**src/rtl/bram_port_arbiter.sv**
```systemverilog
// Three-requester arbiter in front of a single BRAM port, with read-response routing.
// Round-robin by default; define BRAM_ARB_FIXED_PRIO_EN for fixed priority 0 > 1 > 2.
module bram_port_arbiter #(
  parameter int ADDR_W = 10,
  parameter int DATA_W = 8,
  parameter int RD_LAT = 1
) (
  input  logic                clk,
  input  logic                rst_n,
  input  logic [2:0]          req_valid,
  output logic [2:0]          req_ready,
  input  logic [2:0]          req_we,
  input  logic [3*ADDR_W-1:0] req_addr,
  input  logic [3*DATA_W-1:0] req_wdata,
  output logic [2:0]          rsp_valid,
  output logic [DATA_W-1:0]   rsp_rdata,
  output logic                bram_en,
  output logic                bram_we,
  output logic [ADDR_W-1:0]   bram_addr,
  output logic [DATA_W-1:0]   bram_din,
  input  logic [DATA_W-1:0]   bram_dout
);

  typedef struct packed {
    logic       v;
    logic [1:0] id;
  } rsp_t;

  logic [2:0] grant;
  logic [1:0] gid;
  rsp_t       issue;
  rsp_t       pipe [RD_LAT];
  rsp_t       tail;

`ifdef BRAM_ARB_FIXED_PRIO_EN

  always_comb begin
    grant = '0;
    if (rst_n) begin
      priority case (1'b1)
        req_valid[0]: grant = 3'b001;
        req_valid[1]: grant = 3'b010;
        req_valid[2]: grant = 3'b100;
        default:      grant = 3'b000;
      endcase
    end
  end

`else

  logic [1:0] ptr;
  logic [1:0] ptr_nxt;

  always_ff @(posedge clk or negedge rst_n) begin
    if (!rst_n) ptr <= 2'd0;
    else        ptr <= ptr_nxt;
  end

  // search order starts at ptr and wraps mod 3
  always_comb begin
    grant = '0;
    if (rst_n) begin
      case (ptr)
        2'd1: begin
          priority case (1'b1)
            req_valid[1]: grant = 3'b010;
            req_valid[2]: grant = 3'b100;
            req_valid[0]: grant = 3'b001;
            default:      grant = 3'b000;
          endcase
        end
        2'd2: begin
          priority case (1'b1)
            req_valid[2]: grant = 3'b100;
            req_valid[0]: grant = 3'b001;
            req_valid[1]: grant = 3'b010;
            default:      grant = 3'b000;
          endcase
        end
        default: begin
          priority case (1'b1)
            req_valid[0]: grant = 3'b001;
            req_valid[1]: grant = 3'b010;
            req_valid[2]: grant = 3'b100;
            default:      grant = 3'b000;
          endcase
        end
      endcase
    end
  end

  always_comb begin
    ptr_nxt = ptr;
    unique case (1'b1)
      grant[0]: ptr_nxt = 2'd1;
      grant[1]: ptr_nxt = 2'd2;
      grant[2]: ptr_nxt = 2'd0;
      default:  ptr_nxt = ptr;
    endcase
  end

`endif

  assign req_ready = grant;

  always_comb begin
    gid = 2'd0;
    if (grant[1])      gid = 2'd1;
    else if (grant[2]) gid = 2'd2;
  end

  always_comb begin
    bram_en   = |grant;
    bram_we   = 1'b0;
    bram_addr = '0;
    bram_din  = '0;
    for (int i = 0; i < 3; i++) begin
      if (grant[i]) begin
        bram_we   = req_we[i];
        bram_addr = req_addr[i*ADDR_W +: ADDR_W];
        bram_din  = req_wdata[i*DATA_W +: DATA_W];
      end
    end
  end

  always_comb begin
    issue.v  = bram_en & ~bram_we;
    issue.id = gid;
  end

  // one slot per cycle of BRAM latency; tail lines up with valid dout
  always_ff @(posedge clk or negedge rst_n) begin
    if (!rst_n) begin
      for (int k = 0; k < RD_LAT; k++) pipe[k] <= '0;
    end else begin
      pipe[0] <= issue;
      for (int k = 1; k < RD_LAT; k++) pipe[k] <= pipe[k-1];
    end
  end

  assign tail = pipe[RD_LAT-1];

  always_comb begin
    rsp_valid = '0;
    rsp_rdata = '0;
    if (tail.v) begin
      rsp_rdata = bram_dout;
      case (tail.id)
        2'd1:    rsp_valid = 3'b010;
        2'd2:    rsp_valid = 3'b100;
        default: rsp_valid = 3'b001;
      endcase
    end
  end

endmodule

```
**config.mk**
```make
export PLATFORM = sky130hd
export DESIGN_NAME = bram_port_arbiter
export DESIGN_NICKNAME = d
export VERILOG_FILES = /design/src/rtl/bram_port_arbiter.sv
export SDC_FILE = /design/constraint.sdc
export NUM_CORES = 1
export LEC_CHECK = 0
export CAP_MARGIN = 30
export CORE_ASPECT_RATIO = 2
export CORE_MARGIN = 2
export CORE_UTILIZATION = 30
export CTS_CLUSTER_DIAMETER = 80
export DETAILED_ROUTE_END_ITERATION = 8
export HOLD_SLACK_MARGIN = 0.1
export PLACE_DENSITY = 0.86
export SLEW_MARGIN = 20
export SYNTH_ARGS = -nofsm -noshare
export SYNTH_HDL_FRONTEND = slang
export SYNTH_SLANG_ARGS = --single-unit
```
**constraint.sdc**
```tcl
create_clock -name clk -period 6.69 [get_ports clk]
set_clock_uncertainty 0.15 [all_clocks]
set_input_delay 1.338 -clock clk [delete_from_list [all_inputs] [get_ports clk]]
set_output_delay 1.338 -clock clk [all_outputs]
set_load 0.005 [all_outputs]
```
==> flow_summary.json, run 1 <==
{
  "design_area_um2": 1980,
  "layout_min_cycle_time_ns": 5.45,
  "die_area_um2": 3540,
  "utilization_pct": 67.2,
  "yosys.area.top_type_share_pct": 19.7,
  "min_period_over_period_pct": 81.4,
  "max-cap-violations": 0,
  "placed_cell_area_um2": 1930,
  "grt_pass1_vias": 1191,
  "multi_input_area_um2": 701,
  "yosys-top-cells-area": "mux2_2 (20%), a22o_1 (17%), dfrtp_1 (14%)",
  "syn2layout_area_growth_pct": 116,
  "holdWs_ns": 0.444,
  "syn_inst": 99,
  "synth_seq_area_share_pct": 13.7,
  "synth_cell_types": 27,
  "hold_path.class": "flop to flop",
  "cp-start-kind": "primary input",
  "finalMaxSlewViolations": 0,
  "outcome": "finished clean",
  "final_common_cell": "clkdlybuf4s50_1",
  "finalWorstSetupSlack_ns": 1.24,
  "cp.required_ns": 5.20,
  "critPathMaxFanout": 26,
  "gp_congestion": 0.768,
  "clockBufferDepth": 2,
  "synth_seq_cells": 5,
  "cts_hold_buf": 0,
  "final.setup.tns_ns": 0,
  "first_pass_iters": 4,
  "start_util_pct": 31.1,
  "antenna_left": 0,
  "grt_start_max_net_pins": 27,
  "route.vias.total": 1185,
  "cts_buffers": 3,
  "powerDensity_nw_per_um2": 248,
  "nets": 274,
  "seq_area_um2": 125,
  "grt_pass1_wl_um": 5320,
  "io_pins": 104,
  "tightest_slew_ns": 0.903,
  "core_um2": 2940,
  "drt-initial-drc-count": 13,
  "hold_viol_final": 0,
  "cts_resized": 0,
  "netlist_area_um2": 916,
  "yosysWarnings": 0,
  "grt_setup_unrepaired": "no",
  "syn-num-nets": 173,
  "cts_max_level": 1,
  "synth-edff-count": 0,
  "cts_tree": "built",
  "clkTransAtPathRegs_ns": 0.03,
  "clock-sinks": 5,
  "slew_headroom_pct": 39.8,
  "fillCellCount": 254,
  "insertion_delay_ns": 0.22,
  "endpoint_kind": "output pin",
  "layout_common_cells": "clkdlybuf4s50_1 (103), a22o_1 (18), mux2_2 (16)",
  "track_usage_pct": 19.4,
  "routed_via_density": 5.17,
  "finalSetupViolations": 0,
  "antenna_found_initial": 0,
  "peakVddDrop_mv": 0.137,
  "leakagePower_nw": 0.843,
  "rows": 28,
  "port_buffers": 103,
  "die_h_um": 82.1,
  "drive_gt1_share_pct": 11.6,
  "syn_area_per_cell_um2": 9.25,
  "globalRoute.totalOverflow": 0,
  "crit_type": "primary input to output pin",
  "cts_setup_buffers": 0,
  "place_worst_setup_slack_ns": 1.22,
  "cts-root-buf": "clkbuf_8",
  "routedWlPerCell_um": 14.6,
  "yosysTopAreaCell": "mux2_2",
  "async_flop_share_pct": 100,
  "dp_hpwl_um": 2840,
  "fmax_mhz": 184,
  "drc": 0,
  "antenna_cells": 0,
  "synth_flop_cell": "dfrtp_1",
  "die-width_um": 43.1,
  "drt_wl_total_um": 3350,
  "worstPathArrival_ns": 3.96
}
[cell families (layout without fill, tap and decap cells)]
group / Yosys count / count (layout) / synth area share, %
AOI/OAI and AO/OA: 26 / 26 / 26.6
muxes: 22 / 22 / 26.8
buffers and inverters: 16 / 116 / 9.84
adders and majority gates: 4 / 4 / 5.46
and+or+nand+nor: 26 / 26 / 17.6
DFF: 5 / 5 / 13.7
[registers in the layout, summed over array words and instances (netlist names)]
name / flops
pipe: 3
ptr: 2
[worst paths after layout]
kind	startpoint	cells after the start	slack, ns	endpoint
max	rst_n	5	1.24	bram_we
min	ptr[0]$_DFFE_PN0P_	2	0.44	ptr[0]$_DFFE_PN0P_
max reg2reg	ptr[0]$_DFFE_PN0P_	6	4.25	pipe[2]$_DFF_PN0_
min reg2reg	ptr[0]$_DFFE_PN0P_	2	0.44	ptr[0]$_DFFE_PN0P_
max in group asynchronous	rst_n	1	4.88	pipe[1]$_DFF_PN0_
min in group asynchronous	rst_n	1	1.25	ptr[1]$_DFFE_PN0P_
[cells in the mapped netlist, types with 2 or more instances]
master and count:
mux2_2 16, a22o_1 18, inv_1 8, a2111oi_0 2, mux2_1 4, buf_2 3
buf_6 3, nor2b_1 3, nor2_1 4, mux2i_1 2, ha_1 4, nand2_1 2
and2_1 11, a21o_1 2, dfrtp_1 5
[stage by stage]
stage	instances	power (mW)
2_1_floorplan	99	0.256
3_3_place_gp	225	0.425
3_5_place_dp	225	0.439
4_1_cts	229	0.498
5_1_grt	229	0.529
6_report	229	0.491
[per-layer routing]
metal | up-vias | track usage (%) | wire length, µm
met5 | - | 0 | 0
met4 | 0 | 5.45 | 54
met3 | 6 | 4.13 | 306
met2 | 80 | 40.6 | 1940
met1 | 533 | 17.8 | 1050
li1 | 566 | - | -
[critical path, stage by stage]
cell	delay, ns
clkdlybuf4s50_1	0.68
o311a_1	0.84
mux2_1	0.38
mux2_2	0.26
clkdlybuf4s50_1	0.45
[final cells by class]
| type | instances | share of cell area [%] |
|---|---|---|
| Timing Repair Buffer | 104 | 52.5 |
| Multi-Input combinational cell | 78 | 35.4 |
| Sequential cell | 5 | 6.33 |
| Clock buffer | 4 | 2.28 |
| Tap cell | 30 | 1.90 |
| Inverter | 8 | 1.52 |
[where the power goes]
part           internal [mW]  switching (mW)
clock                 0.0408          0.0136
combinational          0.240           0.144
sequential            0.0415          0.0106
Note: power is estimated with default switching activity, not from simulation.
==> run 2: changes to the inputs <==
- CORE_UTILIZATION: 30 -> 25
- PLACE_DENSITY: 0.86 -> 0.77
- clock period: 6.69 -> 4.7 ns (I/O delays scaled with it)
==> run 2 against run 1 <==
  * Worst setup slack lost 0.81 ns
  * Sequential power grew 40%
  * Hold slack lost 0.0095 ns
  * Die area grew 19%
  * First-iteration DRC count shrank 77%
  * Combinational power grew 43%
  * Clock power grew 48%
  * Total power grew 43%
  * Critical path type unchanged
==> flow_summary.json, run 2 (same netlist as run 1, synthesis figures left out) <==
{
  "outcome": "finished clean",
  "finalSetupViolations": 0,
  "cts_tree": "built",
  "cts-root-buf": "clkbuf_8",
  "die_area_um2": 4190,
  "fmax_mhz": 234,
  "layout_min_cycle_time_ns": 4.27,
  "finalMaxSlewViolations": 0,
  "hold_end": "ptr[0]$_DFFE_PN0P_",
  "globalRoute.totalOverflow": 0,
  "layout_common_cells": "clkdlybuf4s50_1 (103), a22o_1 (18), mux2_2 (16)",
  "nets": 277,
  "cts_hold_buf": 0,
  "slew_headroom_pct": 71.9,
  "crit_chain": "clkdlybuf4s50_1 > nand2b_4 > nor2b_1 > o32a_1 > buf_4 > inv_1 > or3_1 > clkdlybuf4s50_1",
  "grt_pass1_wl_um": 4800,
  "peakVddDrop_mv": 0.147,
  "top_regs": "pipe x3, ptr x2",
  "die_h_um": 89.6,
  "min_period_over_period_pct": 90.8,
  "antenna_left": 0,
  "endpoint_kind": "output pin",
  "grt_setup_unrepaired": "no",
  "cts_max_level": 1,
  "r2r_start": "ptr[0]$_DFFE_PN0P_",
  "cp.required_ns": 3.61,
  "drt_wl_total_um": 3080,
  "start_util_pct": 25.7,
  "cp-start-kind": "primary input",
  "port_buffers": 103,
  "route.vias.total": 1164,
  "grt_start_max_net_pins": 24,
  "cts_setup_buffers": 0,
  "slowest_stage": "clkdlybuf4s50_1",
  "io_pins": 104,
  "r2r_end": "ptr[0]$_DFFE_PN0P_",
  "clockBufferDepth": 2,
  "cpMostUsedCell": "clkdlybuf4s50_1",
  "max-cap-violations": 0,
  "gp_congestion": 0.748,
  "max_stage_delay_ns": 0.54,
  "final_common_cell": "clkdlybuf4s50_1",
  "finalPower_mw": 0.704,
  "cp_top_family": "buffers and inverters",
  "first_pass_iters": 2,
  "insertion_delay_ns": 0.22,
  "hold_path_depth": 2,
  "die-width_um": 46.8,
  "cts_resized": 0,
  "top_register": "pipe",
  "leakagePower_nw": 0.858,
  "core_um2": 3570,
  "hold_viol_final": 0,
  "clkTransAtPathRegs_ns": 0.04,
  "rrSetupSlack_ns": 2.68,
  "rows": 31,
  "reg2reg_depth": 8,
  "drc": 0,
  "crit_buf_inv": 4,
  "final.setup.tns_ns": 0,
  "critPathMaxFanout": 23,
  "antenna_cells": 0,
  "min-delay-start": "ptr[0]$_DFFE_PN0P_",
  "drt-initial-drc-count": 3,
  "hold_path.class": "flop to flop",
  "antenna_found_initial": 0,
  "utilization_pct": 56.7,
  "worstPathArrival_ns": 3.18,
  "clock-sinks": 5,
  "powerDensity_nw_per_um2": 348,
  "tightest_slew_ns": 0.411,
  "dp_hpwl_um": 2670,
  "routed_via_density": 4.64,
  "grt_pass1_vias": 1140,
  "crit_type": "primary input to output pin",
  "cts_buffers": 3,
  "syn2layout_area_growth_pct": 121,
  "drive_gt1_share_pct": 12.9,
  "largest_reg_flops": 3,
  "track_usage_pct": 15.5,
  "routedWlPerCell_um": 12.3
}
==> run 2: area by class of cell <==
type / instances / area, µm²
inverters: 8 / 30.0
clock buffers: 4 / 45.0
well taps: 49 / 61.3
repair buffers: 107 / 1060
flip-flops and latches: 5 / 125
multi-input cells: 78 / 701
fillers: 339 / 1550
==> run 2: power by group <==
part	switching, mW	total (mW)	internal [mW]	leakage [nW]
sequential	0.0137	0.0727	0.0589	0.0652
combinational	0.201	0.550	0.349	0.770
clock	0.0222	0.0805	0.0583	0.0228
==> run 2: worst max-delay path by stage <==
| stage | start | endpoint | slack (ns) | cells past startpoint |
|---|---|---|---|---|
| 2_1_floorplan | req_valid[1] | bram_din[0] | 1.55 | 5 |
| 3_3_place_gp | req_valid[1] | bram_en | 0.45 | 8 |
| 3_5_place_dp | req_valid[1] | bram_en | 0.42 | 8 |
| 4_1_cts | req_valid[1] | bram_en | 0.41 | 8 |
| 5_1_grt | req_valid[1] | bram_en | 0.26 | 8 |
| 6_report | req_valid[1] | bram_en | 0.43 | 8 |
==> run 2: worst min-delay path, stage by stage, from the launching register on <==
cell     delay [ns]
dfrtp_1        0.39
nor2_1         0.10
nor3_1         0.05
==> run 2: layer usage <==
layer	GRT usage, %	wire, µm	vias up
li1	-	-	571
met1	14.4	934	517
met2	29.9	1800	68
met3	2.60	256	8
met4	7.58	85	0
met5	0	0	-
==> run 2: per-stage QoR <==
step	instance area (µm²)	hold slack [ns]	worst slack, ns	instances
floorplan	916	0.398	1.55	99
global placement	1980	0.428	0.446	247
detailed placement	1980	0.431	0.416	247
CTS	2020	0.435	0.409	251
global route	2020	0.447	0.259	251
finish	2020	0.435	0.432	251
==> run 3: changes to the inputs <==
--- a/constraint.sdc
+++ b/constraint.sdc
@@ -4,2 +4,2 @@
 set_output_delay 0.94 -clock clk [all_outputs]
-set_load 0.005 [all_outputs]
+set_load 0.01 [all_outputs]
==> run 3 against run 2 <==
  * Final area did not move
  * Largest cell class unchanged
  * Utilization unchanged
  * Critical path depth down 1
  * Sequential share of layout area unchanged
  * Cell count did not move
  * Total power rose by 4.5%
  * Combinational power increased by 6.5%
  * Hold slack is essentially flat
  * Fmax shrank 1.2%
  * Via count barely moved
==> flow_summary.json, run 3 (same netlist as run 1, synthesis figures left out) <==
{
  "port_buffers": 103,
  "crit_chain": "clkdlybuf4s50_1 > nor3b_1 > o311a_1 > buf_4 > a22o_1 > mux2_2 > clkdlybuf4s50_1",
  "nets": 277,
  "peakVddDrop_mv": 0.172,
  "endpoint_kind": "output pin",
  "rows": 31,
  "worstPathArrival_ns": 3.23,
  "internal_power_mw": 0.467,
  "die_h_um": 89.6,
  "switching_share_pct": 36.5,
  "globalRoute.totalOverflow": 0,
  "route.vias.total": 1163,
  "layout_common_cells": "clkdlybuf4s50_1 (103), a22o_1 (18), mux2_2 (16)",
  "min_period_over_period_pct": 91.9,
  "finalMaxSlewViolations": 0,
  "cts_max_level": 1,
  "hold_viol_final": 0,
  "fillCellCount": 339,
  "routed_via_density": 4.63,
  "pwr-share-comb_pct": 79.7,
  "critPathMaxFanout": 11,
  "grt_start_max_net_pins": 24,
  "grt_pass1_vias": 1160,
  "track_usage_pct": 15.0,
  "seqPwrFrac_pct": 9.8,
  "layout_min_cycle_time_ns": 4.32,
  "dp_hpwl_um": 2640,
  "tightest_slew_ns": 0.464,
  "drt-initial-drc-count": 1,
  "slew_headroom_pct": 68.9,
  "max_stage_delay_ns": 0.56,
  "grt_pass1_wl_um": 4720,
  "max-cap-violations": 0,
  "final.setup.tns_ns": 0,
  "cts_tree": "built",
  "die-width_um": 46.8,
  "clkTransAtPathRegs_ns": 0.03,
  "rrSetupSlack_ns": 2.55,
  "cts_setup_buffers": 0,
  "leakagePower_nw": 0.858,
  "largest_reg_flops": 3,
  "cts_resized": 0,
  "p_clk_share_pct": 10.5,
  "start_util_pct": 25.7,
  "drive_gt1_share_pct": 12.9,
  "power_switching_mw": 0.268,
  "gp_congestion": 0.798,
  "top_register": "pipe",
  "syn2layout_area_growth_pct": 121,
  "clock-sinks": 5,
  "cts-root-buf": "clkbuf_8",
  "slowest_stage": "clkdlybuf4s50_1",
  "die_area_um2": 4190,
  "drt_wl_total_um": 3070,
  "hold_path.class": "flop to flop",
  "cpMostUsedCell": "clkdlybuf4s50_1",
  "drc": 0,
  "antenna_found_initial": 0,
  "fmax_mhz": 231,
  "cts_buffers": 3,
  "core_um2": 3570,
  "outcome": "finished clean",
  "final_common_cell": "clkdlybuf4s50_1",
  "finalSetupViolations": 0,
  "top_regs": "pipe x3, ptr x2",
  "cts_hold_buf": 0,
  "antenna_left": 0,
  "crit_type": "primary input to output pin",
  "cp-start-kind": "primary input",
  "finalPower_mw": 0.735,
  "insertion_delay_ns": 0.22,
  "cp.required_ns": 3.61,
  "clockBufferDepth": 2,
  "grt_setup_unrepaired": "no",
  "routedWlPerCell_um": 12.2,
  "powerDensity_nw_per_um2": 364,
  "antenna_cells": 0,
  "io_pins": 104,
  "first_pass_iters": 2
}
run 3: cell counts in the layout (fill, tap and decap cells not counted):
No cell type changed its count.
run 3: worst paths after layout:
check	from	endpoint	depth (start not counted)
max in group asynchronous	rst_n	pipe[2]$_DFF_PN0_	1
worst max-delay path	req_valid[2]	bram_addr[6]	7
worst min-delay path	ptr[0]$_DFFE_PN0P_	ptr[0]$_DFFE_PN0P_	2
min in group asynchronous	rst_n	pipe[0]$_DFF_PN0_	1
worst max register to register	ptr[0]$_DFFE_PN0P_	pipe[2]$_DFF_PN0_	7
worst min register to register	ptr[0]$_DFFE_PN0P_	ptr[0]$_DFFE_PN0P_	2
run 3: per-stage QoR:
| stage | util [%] | instance area (µm²) | hold WS [ns] | setup slack [ns] | std cells |
|---|---|---|---|---|---|
| 2_1_floorplan | - | 916 | 0.398 | 1.52 | 99 |
| 3_3_place_gp | 55.4 | 1980 | 0.428 | 0.401 | 247 |
| 3_5_place_dp | 55.4 | 1980 | 0.430 | 0.380 | 247 |
| 6_report | 56.7 | 2020 | 0.434 | 0.380 | 251 |
| 5_1_grt | 56.7 | 2020 | 0.482 | 0.270 | 251 |
| 4_1_cts | 56.7 | 2020 | 0.438 | 0.375 | 251 |
run 3: metal layers:
layer / routed length, µm / vias to the layer above / share of wire [%] / track usage (%)
li1: - / 570 / - / -
met1: 973 / 525 / 32 / 13.4
met2: 1810 / 64 / 59 / 30.5
met3: 234 / 4 / 7.6 / 1.60
met4: 50 / 0 / 1.6 / 6.57
met5: 0 / - / 0 / 0
run 3: area by class of cell:
| type | count | area (µm²) | area share [%] |
|---|---|---|---|
| Timing Repair Buffer | 107 | 1060 | 52.4 |
| Inverter | 8 | 30.0 | 1.48 |
| Multi-Input combinational cell | 78 | 701 | 34.6 |
| Clock buffer | 4 | 45.0 | 2.23 |
| Tap cell | 49 | 61.3 | 3.03 |
| Sequential cell | 5 | 125 | 6.18 |
run 3: power groups by stage:
stage | Sequential, mW | Clock (mW) | Combinational, mW
finish | 0.0724 | 0.0770 | 0.586
global route | 0.0748 | 0.0823 | 0.640
CTS | 0.0736 | 0.0794 | 0.595
detailed placement | 0.0742 | 0 | 0.593
global placement | 0.0735 | 0 | 0.590
floorplan | 0.0662 | 0 | 0.333
run 3: worst max-delay path: cells and delay by family:
family / cells / cell delay (ns)
buffers and inverters: 3 / 1.28
AOI/OAI and AO/OA: 2 / 0.68
muxes: 1 / 0.26
and+or+nand+nor: 1 / 0.07
